--- src/rtl/mul_arbiter.sv ---
// Round-robin arbiter/sequencer sharing one WIDTH x WIDTH multiplier between two requesters.
// Optional watchdog on the RUN phase is enabled by defining MUL_ARB_TIMEOUT_EN.
module mul_arbiter #(
    parameter int WIDTH   = 64,
    parameter int TIMEOUT = 1024
) (
    input  logic                 clk,
    input  logic                 reset_n,
    input  logic                 req0,
    input  logic                 req1,
    input  logic [WIDTH-1:0]     a0,
    input  logic [WIDTH-1:0]     b0,
    input  logic [WIDTH-1:0]     a1,
    input  logic [WIDTH-1:0]     b1,
    output logic                 gnt0,
    output logic                 gnt1,
    output logic                 done0,
    output logic                 done1,
    output logic [2*WIDTH-1:0]   res0,
    output logic [2*WIDTH-1:0]   res1,
    output logic                 err,
    output logic                 m_opstart,
    output logic                 m_opclear,
    output logic [WIDTH-1:0]     m_multiplier,
    output logic [WIDTH-1:0]     m_multiplicand,
    input  logic                 m_done,
    input  logic [2*WIDTH-1:0]   m_result
);

    typedef enum logic [1:0] {
        IDLE  = 2'd0,
        CLEAR = 2'd1,
        RUN   = 2'd2,
        DONE  = 2'd3
    } state_t;

    if (TIMEOUT < 2) begin : g_bad_timeout
        $error("mul_arbiter: TIMEOUT must be at least 2");
    end

    state_t             state_r, state_s;
    logic               ptr_r, ptr_s;
    logic               sel_r, sel_s;
    logic               gnt0_r, gnt0_s;
    logic               gnt1_r, gnt1_s;
    logic               done0_r, done0_s;
    logic               done1_r, done1_s;
    logic               err_r, err_s;
    logic               opstart_r, opstart_s;
    logic               opclear_r, opclear_s;
    logic [WIDTH-1:0]   mplier_r, mplier_s;
    logic [WIDTH-1:0]   mcand_r, mcand_s;
    logic [2*WIDTH-1:0] res0_r, res0_s;
    logic [2*WIDTH-1:0] res1_r, res1_s;
    logic               sel_req_s;
    logic               timeout_s;

`ifdef MUL_ARB_TIMEOUT_EN
    localparam int CW = $clog2(TIMEOUT + 1);
    localparam logic [CW-1:0] LAST_CNT = CW'(TIMEOUT - 1);
    logic [CW-1:0] cnt_r;

    // Watchdog: zero while in CLEAR so the first RUN cycle sees 0, then count RUN cycles.
    always_ff @(posedge clk) begin
        if (!reset_n) begin
            cnt_r <= {CW{1'b0}};
        end else if (state_r == CLEAR) begin
            cnt_r <= {CW{1'b0}};
        end else if (state_r == RUN) begin
            cnt_r <= cnt_r + {{(CW-1){1'b0}}, 1'b1};
        end else begin
            cnt_r <= cnt_r;
        end
    end

    assign timeout_s = (state_r == RUN) && (cnt_r == LAST_CNT);
`else
    assign timeout_s = 1'b0;
`endif

    assign sel_req_s = sel_r ? req1 : req0;

    // Next-state and next-output logic; every output is registered from these values.
    always_comb begin
        state_s   = state_r;
        ptr_s     = ptr_r;
        sel_s     = sel_r;
        gnt0_s    = 1'b0;
        gnt1_s    = 1'b0;
        done0_s   = 1'b0;
        done1_s   = 1'b0;
        err_s     = 1'b0;
        opstart_s = 1'b0;
        opclear_s = 1'b0;
        mplier_s  = mplier_r;
        mcand_s   = mcand_r;
        res0_s    = res0_r;
        res1_s    = res1_r;
        case (state_r)
            IDLE: begin
                if (req0 || req1) begin
                    if (req0 && req1) begin
                        sel_s = ptr_r;
                    end else begin
                        sel_s = req1;
                    end
                    gnt0_s    = ~sel_s;
                    gnt1_s    = sel_s;
                    opclear_s = 1'b1;
                    mplier_s  = sel_s ? a1 : a0;
                    mcand_s   = sel_s ? b1 : b0;
                    state_s   = CLEAR;
                end else begin
                    state_s = IDLE;
                end
            end
            CLEAR: begin
                if (!sel_req_s) begin
                    opclear_s = 1'b1;
                    ptr_s     = ~sel_r;
                    state_s   = IDLE;
                end else begin
                    gnt0_s    = ~sel_r;
                    gnt1_s    = sel_r;
                    opstart_s = 1'b1;
                    state_s   = RUN;
                end
            end
            RUN: begin
                // An abort (request withdrawn or watchdog) beats a simultaneous m_done.
                if (!sel_req_s || timeout_s) begin
                    opclear_s = 1'b1;
                    err_s     = timeout_s;
                    ptr_s     = ~sel_r;
                    state_s   = IDLE;
                end else if (m_done) begin
                    gnt0_s  = ~sel_r;
                    gnt1_s  = sel_r;
                    done0_s = ~sel_r;
                    done1_s = sel_r;
                    if (sel_r) begin
                        res1_s = m_result;
                    end else begin
                        res0_s = m_result;
                    end
                    ptr_s   = ~sel_r;
                    state_s = DONE;
                end else begin
                    gnt0_s    = ~sel_r;
                    gnt1_s    = sel_r;
                    opstart_s = 1'b1;
                    state_s   = RUN;
                end
            end
            DONE: begin
                state_s = IDLE;
            end
            default: begin
                state_s = IDLE;
            end
        endcase
    end

    // State, pointer and output registers with synchronous active-low reset.
    always_ff @(posedge clk) begin
        if (!reset_n) begin
            state_r   <= IDLE;
            ptr_r     <= 1'b0;
            sel_r     <= 1'b0;
            gnt0_r    <= 1'b0;
            gnt1_r    <= 1'b0;
            done0_r   <= 1'b0;
            done1_r   <= 1'b0;
            err_r     <= 1'b0;
            opstart_r <= 1'b0;
            opclear_r <= 1'b0;
            mplier_r  <= {WIDTH{1'b0}};
            mcand_r   <= {WIDTH{1'b0}};
            res0_r    <= {(2*WIDTH){1'b0}};
            res1_r    <= {(2*WIDTH){1'b0}};
        end else begin
            state_r   <= state_s;
            ptr_r     <= ptr_s;
            sel_r     <= sel_s;
            gnt0_r    <= gnt0_s;
            gnt1_r    <= gnt1_s;
            done0_r   <= done0_s;
            done1_r   <= done1_s;
            err_r     <= err_s;
            opstart_r <= opstart_s;
            opclear_r <= opclear_s;
            mplier_r  <= mplier_s;
            mcand_r   <= mcand_s;
            res0_r    <= res0_s;
            res1_r    <= res1_s;
        end
    end

    assign gnt0           = gnt0_r;
    assign gnt1           = gnt1_r;
    assign done0          = done0_r;
    assign done1          = done1_r;
    assign err            = err_r;
    assign m_opstart      = opstart_r;
    assign m_opclear      = opclear_r;
    assign m_multiplier   = mplier_r;
    assign m_multiplicand = mcand_r;
    assign res0           = res0_r;
    assign res1           = res1_r;

endmodule

--- config.mk ---
export PLATFORM = sky130hd
export DESIGN_NAME = mul_arbiter
export DESIGN_NICKNAME = d
export VERILOG_FILES = /design/src/rtl/mul_arbiter.sv
export SDC_FILE = /design/constraint.sdc
export NUM_CORES = 1
export LEC_CHECK = 0
export CORE_AREA = 5 5 296 298
export CTS_CLUSTER_DIAMETER = 40
export DETAILED_ROUTE_END_ITERATION = 10
export DIE_AREA = 0 0 301 303
export GPL_TIMING_DRIVEN = 0
export HOLD_SLACK_MARGIN = 0.06
export SYNTH_ARGS = -nofsm -noshare
export SYNTH_HDL_FRONTEND = slang
export SYNTH_SLANG_ARGS = --single-unit
export TNS_END_PERCENT = 100
--- constraint.sdc ---
create_clock -name clk -period 2.1 [get_ports clk]
set_input_delay 0.315 -clock clk [delete_from_list [all_inputs] [get_ports clk]]
set_output_delay 0.315 -clock clk [all_outputs]
set_load 0.02 [all_outputs]
==> impl_metrics.env <==
export IMPL_grt_pass1_vias=17398
export IMPL_cp_endpoint="m_multiplicand[35]"
export IMPL_die_area_mm2=0.0912
export IMPL_worstSkewPairLatency_ns=0.61
export IMPL_clock_skew_ns=0.0145
export IMPL_ys_ff_latch=394
export IMPL_cts_tree="done"
export IMPL_drt_wl_total_um=89700
export IMPL_max_cap_viol_count=0
export IMPL_drive_above_1_share=0.0777
export IMPL_die_w_um=301
export IMPL_fillers=9052
export IMPL_synth_cell_types=32
export IMPL_vias=17477
export IMPL_cts_max_level=3
export IMPL_fin_crit_sh=0.971
export IMPL_final_min_clock_period_ns=2.04
export IMPL_port_buffers=776
export IMPL_slew_violations=0
export IMPL_syn_nets=2299
export IMPL_crit_family="buffers and inverters"
export IMPL_synth_area_per_cell_um2=8.17
export IMPL_power_leakage_nw=9.53
export IMPL_dieHeight_um=303
export IMPL_start_kind="flip-flop"
export IMPL_tightestPinTransition_ns=1.12
export IMPL_min_path_type="primary input to flip-flop"
export IMPL_yosys_mux_area_fraction=0
export IMPL_dr_pass1_iters=5
export IMPL_setup_violations=0
export IMPL_post_route_util=0.325
export IMPL_place_inst=3826
export IMPL_grt_max_degree=13
export IMPL_rr_worst_depth=6
export IMPL_peakVddDrop_uv=564
export IMPL_timing_critical_path_from="m_multiplicand[35]"
export IMPL_cts_buffer_depth=3
export IMPL_crit_path_cell_trace="clkdlybuf4s50_1"
export IMPL_slowest_delay_ns=0.66
export IMPL_grt_pass1_wl_um=124000
export IMPL_holdPathStages=3
export IMPL_cp_num_buf_inv=1
export IMPL_syn_inst=1906
export IMPL_slew_headroom=0.255
export IMPL_yosys_area_share_adder=0.00321
export IMPL_hold_buffers=0
export IMPL_drc_errors=0
export IMPL_finalHoldViolCount=0
export IMPL_crit_cells=1
export IMPL_ant_nets=0
export IMPL_status="finished clean"
export IMPL_crit_path_end_kind="primary output"
export IMPL_cts_sinks=394
export IMPL_core_mm2=0.0846
export IMPL_row_count=107
export IMPL_via_per_inst=4.40
export IMPL_clk_pin_slew_ns=0.05
export IMPL_ys_warn_count=0
export IMPL_synth_top_family_by_area="compound AO/OA/AOI/OAI gates"
export IMPL_cts_post_setup_buffers_inserted=0
export IMPL_worst_ep_required_time_ns=1.78
export IMPL_regToRegStartpoint="state_r[0]"
export IMPL_max_freq_mhz=490
export IMPL_rrSetupSlack_ns=0.11
export IMPL_num_io_pins=780
export IMPL_overflow=0
export IMPL_holdWs_ns=0.276
export IMPL_r2r_end="m_multiplier[44]"
export IMPL_crit_type="flip-flop to primary output"
export IMPL_antenna_found_initial=17
export IMPL_seq_area_frac_synth=0.506
export IMPL_syn_area_mm2=0.0156
export IMPL_grtUsageTotal=0.185
export IMPL_ctsResizeCount=20
export IMPL_start_util=0.184
export IMPL_area_growth_pct=76.3
export IMPL_gp_congestion=0.909
export IMPL_critPathMaxFanout=2
export IMPL_powerDensity_mw_per_mm2=865
export IMPL_synthXorXnorAreaFrac=0
export IMPL_synth_simple_gate_area_frac=0.132
export IMPL_drt_iter0_drc=931
export IMPL_post_drt_wl_per_cell_um=22.6
export IMPL_rsz0062_at_grt="no"
export IMPL_fin_nets=3153
export IMPL_cts_buffers=76
export IMPL_setup_tns_ns=0
export IMPL_instances_no_fill=3968
export IMPL_synth_compound_area_frac=0.304
export IMPL_cp_slowest_cell="clkdlybuf4s50_1"
export IMPL_dpl_hpwl_um=73400
export IMPL_cts_root_buf="clkbuf_16"
export IMPL_cp_arrival_ns=1.72
## placed cells by master (no fill, tap or decap), drive strengths merged
cell type and count:
clkdlybuf4s50 759, nand2 515, dfxtp 394, o21ai 262, a21boi 257, clkbuf 222, a21oi 130, a31oi 128
buf 62, clkinv 20, dlygate4sd2 15, inv 10, clkinvlp 7, bufinv 7, diode 5, nor2b 4
ha 4, and2 3, nor2 3, nand2b 2, o31a 2, dlymetal6s2s 2, and2b 1, o21a 1
and4b 1, nand4b 1, and4 1, nand4 1, nand3 1, nor3 1, o211a 1, o22ai 1
conb 1
## tightest hold or removal path, cell delays in order
cell and delay [ns]:
clkdlybuf4s50_1 0.42, nand2_1 0.06, a21boi_1 0.05
## layout make-up
cell class | count | area [um^2] | share of cell area
inverters | 4 | 15.0 | 0.000547
diodes | 5 | 12.5 | 0.000456
clock inverters | 40 | 532 | 0.0194
multi-input cells | 1321 | 6840 | 0.249
flip-flops and latches | 394 | 7890 | 0.287
well taps | 1144 | 1430 | 0.0521
plain buffers | 187 | 865 | 0.0315
clock buffers | 97 | 2120 | 0.0772
repair buffers | 776 | 7750 | 0.282
## Yosys cell counts
| master | number | area (um^2) |
|---|---|---|
| nand2_1 | 515 | 1930 |
| dfxtp_1 | 394 | 7890 |
| o21ai_0 | 244 | 1220 |
| a21boi_1 | 198 | 1490 |
| a21oi_1 | 130 | 651 |
| a31oi_1 | 128 | 801 |
| clkbuf_1 | 122 | 458 |
| a21boi_0 | 59 | 443 |
| buf_2 | 38 | 190 |
| buf_4 | 21 | 158 |
| o21ai_1 | 17 | 85.1 |
| buf_1 | 6 | 22.5 |
| ha_1 | 4 | 50.1 |
| nor2b_1 | 4 | 25.0 |
| and2_1 | 3 | 18.8 |
| inv_1 | 3 | 11.3 |
| nor2_1 | 3 | 11.3 |
| nand2b_1 | 2 | 12.5 |
| o31a_1 | 2 | 17.5 |
| and2b_1 | 1 | 7.51 |
| and4_1 | 1 | 8.76 |
| and4b_1 | 1 | 10.0 |
| conb_1 | 1 | 3.75 |
| inv_2 | 1 | 3.75 |
| nand3_1 | 1 | 5.00 |
| nand4_1 | 1 | 6.26 |
| nand4b_1 | 1 | 8.76 |
| nor3_1 | 1 | 5.00 |
| o211a_1 | 1 | 10.0 |
| o21a_1 | 1 | 7.51 |
| o21ai_2 | 1 | 8.76 |
| o22ai_1 | 1 | 6.26 |
## routing by layer
metal  track usage  vias up  share of wire
met1         0.188     8165           0.35
met4        0.0764       14          0.043
met2         0.341      824           0.51
li1              -     8293              -
met3        0.0711      181          0.097
met5             0        -         0.0010
## registers in the layout, indices dropped and copies added, names as in the netlist
register	cells
res1	128
m_multiplier	64
m_opclear	1
sel_r	1
gnt0	1
ptr_r	1
state_r	2
res0	128
m_multiplicand	64
done0	1
gnt1	1
m_opstart	1
done1	1
## logic make-up (layout without fill, tap and decap cells)
kind of cell,after synthesis,count (layout)
adders and majority gates,4,4
buffers and inverters,191,1104
DFF,394,394
other,1,6
and+or+nand+nor,534,534
AOI/OAI and AO/OA,782,782
## stage by stage
stage	power [mW]	setup slack, ns	cell area, um^2
6_report	23.7	0.0601	27500
5_1_grt	24.6	0.00187	27500
4_1_cts	24.0	-0.00243	27400
3_5_place_dp	11.4	-0.492	24800
3_3_place_gp	11.4	-0.473	24800
2_1_floorplan	9.32	0.600	15600
## how the worst min path moves through the flow
| stage | to | slack (ns) | from |
|---|---|---|---|
| after floorplan | res0[28] | 0.45 | m_result[28] |
| after global placement | res0[68] | 0.44 | res0[68] |
| after detailed placement | res0[93] | 0.44 | res0[93] |
| after CTS | res0[102] | 0.22 | m_result[102] |
| after global routing | res0[97] | 0.24 | m_result[97] |
| final | res0[102] | 0.28 | m_result[102] |
## report_power, final
part / internal (mW) / switching, mW / total, mW
combinational: 1.49 / 1.79 / 3.28
clock: 8.08 / 4.41 / 12.5
sequential: 7.78 / 0.194 / 7.98
Note: power is estimated with default switching activity, not from simulation.
